### src/rtl/fpu_pkg.sv
// Shared FPU definitions: IEEE-754 single constants, sequencer states and
// operand classification helpers used by the multiplier and divider paths.
package fpu_pkg;

   localparam logic [31:0] FP_QNAN = 32'h7FC00000;
   localparam logic [30:0] FP_INF  = 31'h7F800000;
   localparam logic [9:0]  FP_BIAS = 10'd127;

   typedef enum logic [1:0] {
      IDLE = 2'd0,
      MUL  = 2'd1,
      NORM = 2'd2,
      DONE = 2'd3
   } state_t;

   function automatic logic is_nan(input logic [31:0] x);
      return (x[30:23] == 8'hFF) && (x[22:0] != 23'd0);
   endfunction

   function automatic logic is_inf(input logic [31:0] x);
      return (x[30:23] == 8'hFF) && (x[22:0] == 23'd0);
   endfunction

   // Denormals are flushed, so they classify together with true zero
   function automatic logic is_zero_or_denorm(input logic [31:0] x);
      return x[30:23] == 8'h00;
   endfunction

endpackage

### src/rtl/fpu_mul_special.sv
// Combinational special-operand detection for FMUL; shared by the sequential
// and combinational multipliers so both give identical NaN/Inf/zero answers.
module fpu_mul_special
   import fpu_pkg::*;
(
   input  logic [31:0] N1,
   input  logic [31:0] N2,
   output logic        special_hit,
   output logic [31:0] special_result
);

   logic sign;

   assign sign = N1[31] ^ N2[31];

   // Priority order matters: Inf x 0 must yield NaN before the plain Inf rule
   always_comb begin
      special_hit    = 1'b1;
      special_result = 32'h00000000;
      if (is_nan(N1) || is_nan(N2)) begin
         special_result = FP_QNAN;
      end else if ((is_inf(N1) && is_zero_or_denorm(N2)) ||
                   (is_inf(N2) && is_zero_or_denorm(N1))) begin
         special_result = FP_QNAN;
      end else if (is_inf(N1) || is_inf(N2)) begin
         special_result = {sign, FP_INF};
      end else if (is_zero_or_denorm(N1) || is_zero_or_denorm(N2)) begin
         special_result = 32'h00000000;
      end else begin
         special_hit = 1'b0;
      end
   end

endmodule

### src/rtl/fpu_mul_seq.sv
// Area-lean FMUL: 24x24 shift-and-add mantissa product, one bit per cycle,
// then normalise, truncate and pack. Special operands finish in one cycle.
module fpu_mul_seq
   import fpu_pkg::*;
(
   input  logic        clk,
   input  logic        rst,
   input  logic        start,
   input  logic [31:0] N1,
   input  logic [31:0] N2,
   output logic [31:0] result,
   output logic        busy,
   output logic        done
);

   state_t             state;
   logic [47:0]        acc;
   logic [23:0]        mplier;
   logic [23:0]        mcand;
   logic [4:0]         count;
   logic signed [9:0]  exp_sum;
   logic               sign;

   logic               special_hit;
   logic [31:0]        special_result;
   logic               accept;
   logic signed [9:0]  norm_exp;
   logic [22:0]        norm_frac;
   logic [31:0]        norm_result;

   fpu_mul_special u_special (
      .N1             (N1),
      .N2             (N2),
      .special_hit    (special_hit),
      .special_result (special_result)
   );

   assign accept = start && ((state == IDLE) || (state == DONE));
   assign busy   = (state == MUL) || (state == NORM);
   assign done   = (state == DONE);

   // A product in [2,4) carries one extra integer bit, bumping the exponent
   always_comb begin
      norm_exp    = exp_sum + $signed({9'd0, acc[47]});
      norm_frac   = acc[47] ? acc[46:24] : acc[45:23];
      norm_result = {sign, norm_exp[7:0], norm_frac};
      if (norm_exp >= 10'sd255) begin
         norm_result = {sign, FP_INF};
      end else if (norm_exp <= 10'sd0) begin
         norm_result = 32'h00000000;
      end
   end

   always_ff @(posedge clk) begin
      if (rst) begin
         state   <= IDLE;
         acc     <= '0;
         mplier  <= '0;
         mcand   <= '0;
         count   <= '0;
         exp_sum <= '0;
         sign    <= 1'b0;
         result  <= '0;
      end else begin
         case (state)
            IDLE, DONE: begin
               if (accept) begin
                  sign    <= N1[31] ^ N2[31];
                  exp_sum <= $signed({2'b00, N1[30:23]} + {2'b00, N2[30:23]} - FP_BIAS);
                  mcand   <= {1'b1, N1[22:0]};
                  mplier  <= {1'b1, N2[22:0]};
                  acc     <= '0;
                  count   <= '0;
                  if (special_hit) begin
                     result <= special_result;
                     state  <= DONE;
                  end else begin
                     state  <= MUL;
                  end
               end else begin
                  state <= IDLE;
               end
            end
            MUL: begin
               if (mplier[0]) begin
                  acc <= acc + ({24'd0, mcand} << count);
               end
               mplier <= mplier >> 1;
               count  <= count + 5'd1;
               if (count == 5'd23) begin
                  state <= NORM;
               end
            end
            NORM: begin
               result <= norm_result;
               state  <= DONE;
            end
            default: begin
               state <= IDLE;
            end
         endcase
      end
   end

endmodule

### config.mk
export PLATFORM = sky130hd
export DESIGN_NAME = fpu_mul_seq
export DESIGN_NICKNAME = d
export VERILOG_FILES = /design/src/rtl/fpu_pkg.sv /design/src/rtl/fpu_mul_special.sv /design/src/rtl/fpu_mul_seq.sv
export SDC_FILE = /design/constraint.sdc
export NUM_CORES = 1
export LEC_CHECK = 0
export ABC_AREA = 1
export CAP_MARGIN = 20
export CORE_MARGIN = 4
export CORE_UTILIZATION = 60
export CTS_CLUSTER_SIZE = 14
export DETAILED_ROUTE_END_ITERATION = 8
export DONT_BUFFER_PORTS = 1
export GPL_TIMING_DRIVEN = 0
export PLACE_DENSITY = 0.83
export SYNTH_ARGS = -nofsm -noshare
export SYNTH_HDL_FRONTEND = slang
export SYNTH_SLANG_ARGS = --single-unit
### constraint.sdc
create_clock -name clk -period 4.3 [get_ports clk]
set_clock_uncertainty 0.05 [all_clocks]
set_input_delay 0.43 -clock clk [delete_from_list [all_inputs] [get_ports clk]]
set_output_delay 0.43 -clock clk [all_outputs]
set_load 0.05 [all_outputs]
# Word level (Yosys, flattened, before mapping)
# Index checks and enable logic that the tools add are counted.
# word_totals
regBits	146
latchBits	0
mem_bits_rw	0
mem_bits_ro	0
input_bits	67
output_inout_bits	34
elab_cells	78
mem_count	0
# classes
n_addsub	5
n_mul	0
div	0
n_lt_le_gt_ge	2
eq_ne	10
n_shift	1
muxes	24
n_bitwise	1
n_reduce_logical	27
# ops
op	n
2-to-1 mux 32 bit	7
2-to-1 mux 48 bit	2
case mux 48 bit (2 select lines)	1
case mux 32 bit (2 select lines)	1
adder 48 bit	1
case mux 24 bit (2 select lines)	1
<< shifter 24 x 5 -> 48 bit	1
zero test 23 bit	2
nonzero test 23 bit	2
2-to-1 mux 24 bit	1
2-to-1 mux 23 bit	1
== test 8 bit, second input constant	2
zero test 8 bit	2
adder 10 x 2 -> 10 bit	1
greater-or-equal comparator 10 x 9 -> 1 bit, second input constant	1
less-or-equal comparator 10 x 1 -> 1 bit, second input constant	1
case mux 5 bit (2 select lines)	1
subtractor 9 x 7 -> 10 bit, second input constant	1
adder 8 x 8 -> 9 bit	1
logical AND 1 bit	7
logical OR 1 bit	6
2-to-1 mux 2 bit	3
inequality test 2 bit, second input constant	3
case mux 2 bit (3 select lines)	1
13 further kinds	20

# Logic depth before layout (Yosys ltp)
# logic_depth
word_depth	9
depth_mapped	27

# By module
# Synthesis repeated with hierarchy kept, for this count alone.
# hier_totals
cells_unflattened	2163
hier_area_um2	12792.3
# modules_own_cells
module	instances	cells_per_inst	area_each_um2	seq_area_each_um2
fpu_mul_seq	1	2047	12191.7	2922.8
fpu_mul_special	1	116	600.6	0.0

# Worst setup path before layout
# OpenSTA, ideal clock, no wires.
# synth_timing
path_type	register to register
start	register count[0]
end	register acc[25]
arrival_ns	2.704
setup_slack_ns	1.414
stages_incl_launch_ff	20
path_buffers	2
synth_period_minus_slack_ns	2.886
path_cell_list	dfxtp_1 > buf_2 > buf_4 > mux2i_1 > o21ai_0 > nand2_1 > o21ai_0 > o21ai_0 > o21ai_0 > ha_1 > nand2_1 > nor2_1 > inv_2 > nor2_1 > inv_1 > nor2_1 > a21oi_1 > or2_0 > nand3_1 > a21oi_1
# synth_between
elab_chain_cells	4
# synth_rtl
element	line_no	text
start, declared	fpu_mul_seq.sv:20	logic [4:0] count;
start signal, assigned	fpu_mul_seq.sv:89	count <= count + 5'd1;
<< shifter 24 x 5 -> 48 bit	fpu_mul_seq.sv:86	acc <= acc + ({24'd0, mcand} << count);
adder 48 bit	fpu_mul_seq.sv:86	
2-to-1 mux 48 bit	fpu_mul_seq.sv:85	if (mplier[0]) begin
case mux 48 bit (2 select lines)	fpu_mul_seq.sv:65	case (state)
end signal, assigned	fpu_mul_seq.sv:86	
end, declared	fpu_mul_seq.sv:17	logic [47:0] acc;
# Every way passes these cells. The select of a mux whose other input is x is not followed.
# A chain may end at the register's enable or synchronous reset.

# Final worst setup path
# layout_timing
start	register count[0]
end	register acc[38]
# Same word-level chain as after synthesis.

==> results.cfg <==
[status]
outcome = completed

[die]
core_area_sq_um = 20230
start_util_pct = 60.86
rows = 52
die_area_sq_um = 22880
die_h_microns = 151.3
fp.dieW_microns = 151.3
ios = 101

[drt]
drtIter0Drc = 1317
wire_per_inst_microns = 15.75
vias_per_cell = 5.551
drc = 0
routed_wl_mm = 39.21
drt_pass1_iterations = 6
ant_nets = 0
num_vias = 13820

[sta]
hold_violations = 0
max_slew_margin_pct = 54.56
finalCritPeriodShare_pct = 95.22
max_freq_mhz = 244.2
hold_slack_ps = 88.71
post-route-min-period_ps = 4094
tightest_slew_ps = 681.5
setup_viol = 0
fin_ws_ps = 205.6
final_max_slew_viol_count = 0

[grt]
grt_pass1_wl_mm = 61.93
antenna_found_initial = 0
grt_overflow_total = 0
grt_start_max_net_pins = 17
track_usage_pct = 34.27
grt_pass1_vias = 12580

[critical_path]
worstSetupEndpointType = register
crit_fanout = 10
r2r_cells = 18
path_common_cell = nor2_1
crit_chain = buf_2, buf_2, nor2_1, o21ai_0, mux2i_1, o21ai_0, nor2_1, ha_1, nand2_1, nor2_1, inv_1, nor2_1, nand3_1, nand3b_1, nand2_1, nand3b_1, nand3_1, a21oi_1
slowest_stage = o21ai_0
start_kind = register
worstPathRequired_ps = 4620
worstPathArrival_ps = 4410
critPathKind = reg -> reg
cpPeakStageDelay_ps = 450

[logic_synthesis]
avgSynthCellArea_sq_um = 5.628
seq_area_frac_synth_pct = 23.74
ys_seq_elements = 146
syn_inst = 2188
synth_top_area_share_pct = 23.74
synth_edf_count = 0
syn_nets = 2325
ys_warn_count = 0
async_flop_share_pct = 0
yosysTopAreaCell = dfxtp_1
ys.flop_type = dfxtp_1
ys_types = 46
syn_area_sq_um = 12310
ys_top_cells_by_area = dfxtp_1, nand2_1, nor2_1

[cts]
root_buffer = clkbuf_16
cts_buffers = 17
clk_path_buf_depth = 2
path_clk_slew_ps = 70
cts_tree = done
cts.sinks = 146
h-tree-depth = 4
postCtsHoldBufs = 0
clock_latency_ps = 440

[final_layout]
final_util_pct = 65.47
n_antenna_cell = 0
mostFrequentLayoutCells = nand2_1, nor2_1, inv_1
area_growth_pct = 7.580
nets = 2344
layout_commonest_cell = nand2_1
drive_above_1_share_pct = 4.144
final_cell_area_sq_um = 13250

[power_and_ir_drop]
power_mw = 6.397
vdd_drop_max_mv = 0.3091
leakage_nw = 6.498
powerDensity_nw_per_um2 = 482.9

[min_path]
hold_path.class = in -> reg
hold_depth = 2

[placed_design]
hpwl_mm = 31.68
io_buffers = 0
gp_congestion = 1.011
place_area_sq_um = 12650
pre_cts_ws_ps = 207.0

[flow_run]
cap_violations = 0
## logic make-up after synthesis
group | Yosys count | share of synthesized area [%]
buffers and inverters | 368 | 11.69
multiplexers | 12 | 0.9755
AND/OR/NAND/NOR | 1223 | 40.39
AO/OA/AOI/OAI | 362 | 15.47
XOR/XNOR | 7 | 0.4979
flip-flops | 146 | 23.73
adder cells (fa/ha/maj) | 70 | 7.234
## path summary, 6_finish.rpt
| path | from | slack [ps] | endpoint |
|---|---|---|---|
| hold / removal | N2[10] | 90 | mplier[10]$_SDFFE_PP0P_ |
| setup reg to reg | count[0]$_SDFFE_PP0P_ | 210 | acc[38]$_SDFFE_PP0P_ |
| setup / recovery | count[0]$_SDFFE_PP0P_ | 210 | acc[38]$_SDFFE_PP0P_ |
| hold reg to reg | acc[0]$_SDFFE_PP0P_ | 420 | acc[0]$_SDFFE_PP0P_ |
## cell usage after synthesis, types with 3 or more instances
| master | n |
|---|---|
| nand2_1 | 683 |
| nor2_1 | 342 |
| inv_1 | 267 |
| o21ai_0 | 157 |
| dfxtp_1 | 146 |
| a21oi_1 | 138 |
| nand3_1 | 115 |
| ha_1 | 68 |
| clkbuf_1 | 58 |
| a31oi_1 | 26 |
| nor3_1 | 20 |
| nand4_1 | 17 |
| nand3b_1 | 16 |
| buf_2 | 14 |
| o21ai_1 | 14 |
| inv_2 | 13 |
| mux2i_1 | 12 |
| o21bai_1 | 8 |
| buf_4 | 7 |
| o22ai_1 | 7 |
| or2_2 | 7 |
| xor2_1 | 6 |
| and2_1 | 4 |
| buf_1 | 4 |
| nand3_2 | 4 |
| clkinv_1 | 3 |
| nand2_2 | 3 |
| nor2_2 | 3 |
| nor4_1 | 3 |
| o211ai_1 | 3 |
## where the power goes
part           switching, mW  internal, mW  total, mW
registers              0.674          1.70       2.37
clock network          0.700         0.830       1.53
logic                   1.72         0.776       2.49
## state kept, by name, indices dropped and copies added, names as in the netlist
name / flops
mplier: 24
count: 5
state: 2
sign: 1
result: 32
exp_sum: 10
acc: 48
mcand: 24
## metrics by stage
step / TNS (ps) / std cells
global placement: 0 / 2458
global route: -6.736 / 2490
CTS: 0 / 2490
detailed placement: 0 / 2458
finish: 0 / 2490
floorplan: 0 / 2188
## layer usage
metal / global-route usage (%) / up-vias / wire length, microns
met2: 55.39 / 610 / 17490
met3: 4.967 / 109 / 3225
met4: 16.23 / 0 / 1769
li1: - / 7000 / -
met5: 0 / - / 0
met1: 44.89 / 6104 / 16730
## timing repair
action                                  4_1_cts  5_1_grt
hold endpoints to repair                      0        0
gates resized for setup                       0       10
setup buffers                                 0        1
endpoints found under the setup margin        0       13
## critical path, delay by kind of cell (launching register included)
family | cells | cell delay [ps]
compound gates | 3 | 880
fa+ha+maj | 1 | 390
buf+inv | 3 | 540
mux | 1 | 240
flops | 1 | 400
simple gates | 10 | 1530
## area by class of cell
cell class                 count  area, sq um
buffer                        84        374.1
clock buffer                  18        439.2
clock inverter                14        146.4
fill                        2074         6987
inverter                     283         1062
multi-input combinational   1674         7958
sequential                   146         2923
tap                          270        337.8
timing repair buffer           1        7.507
Power figures use the tool's default switching activity.
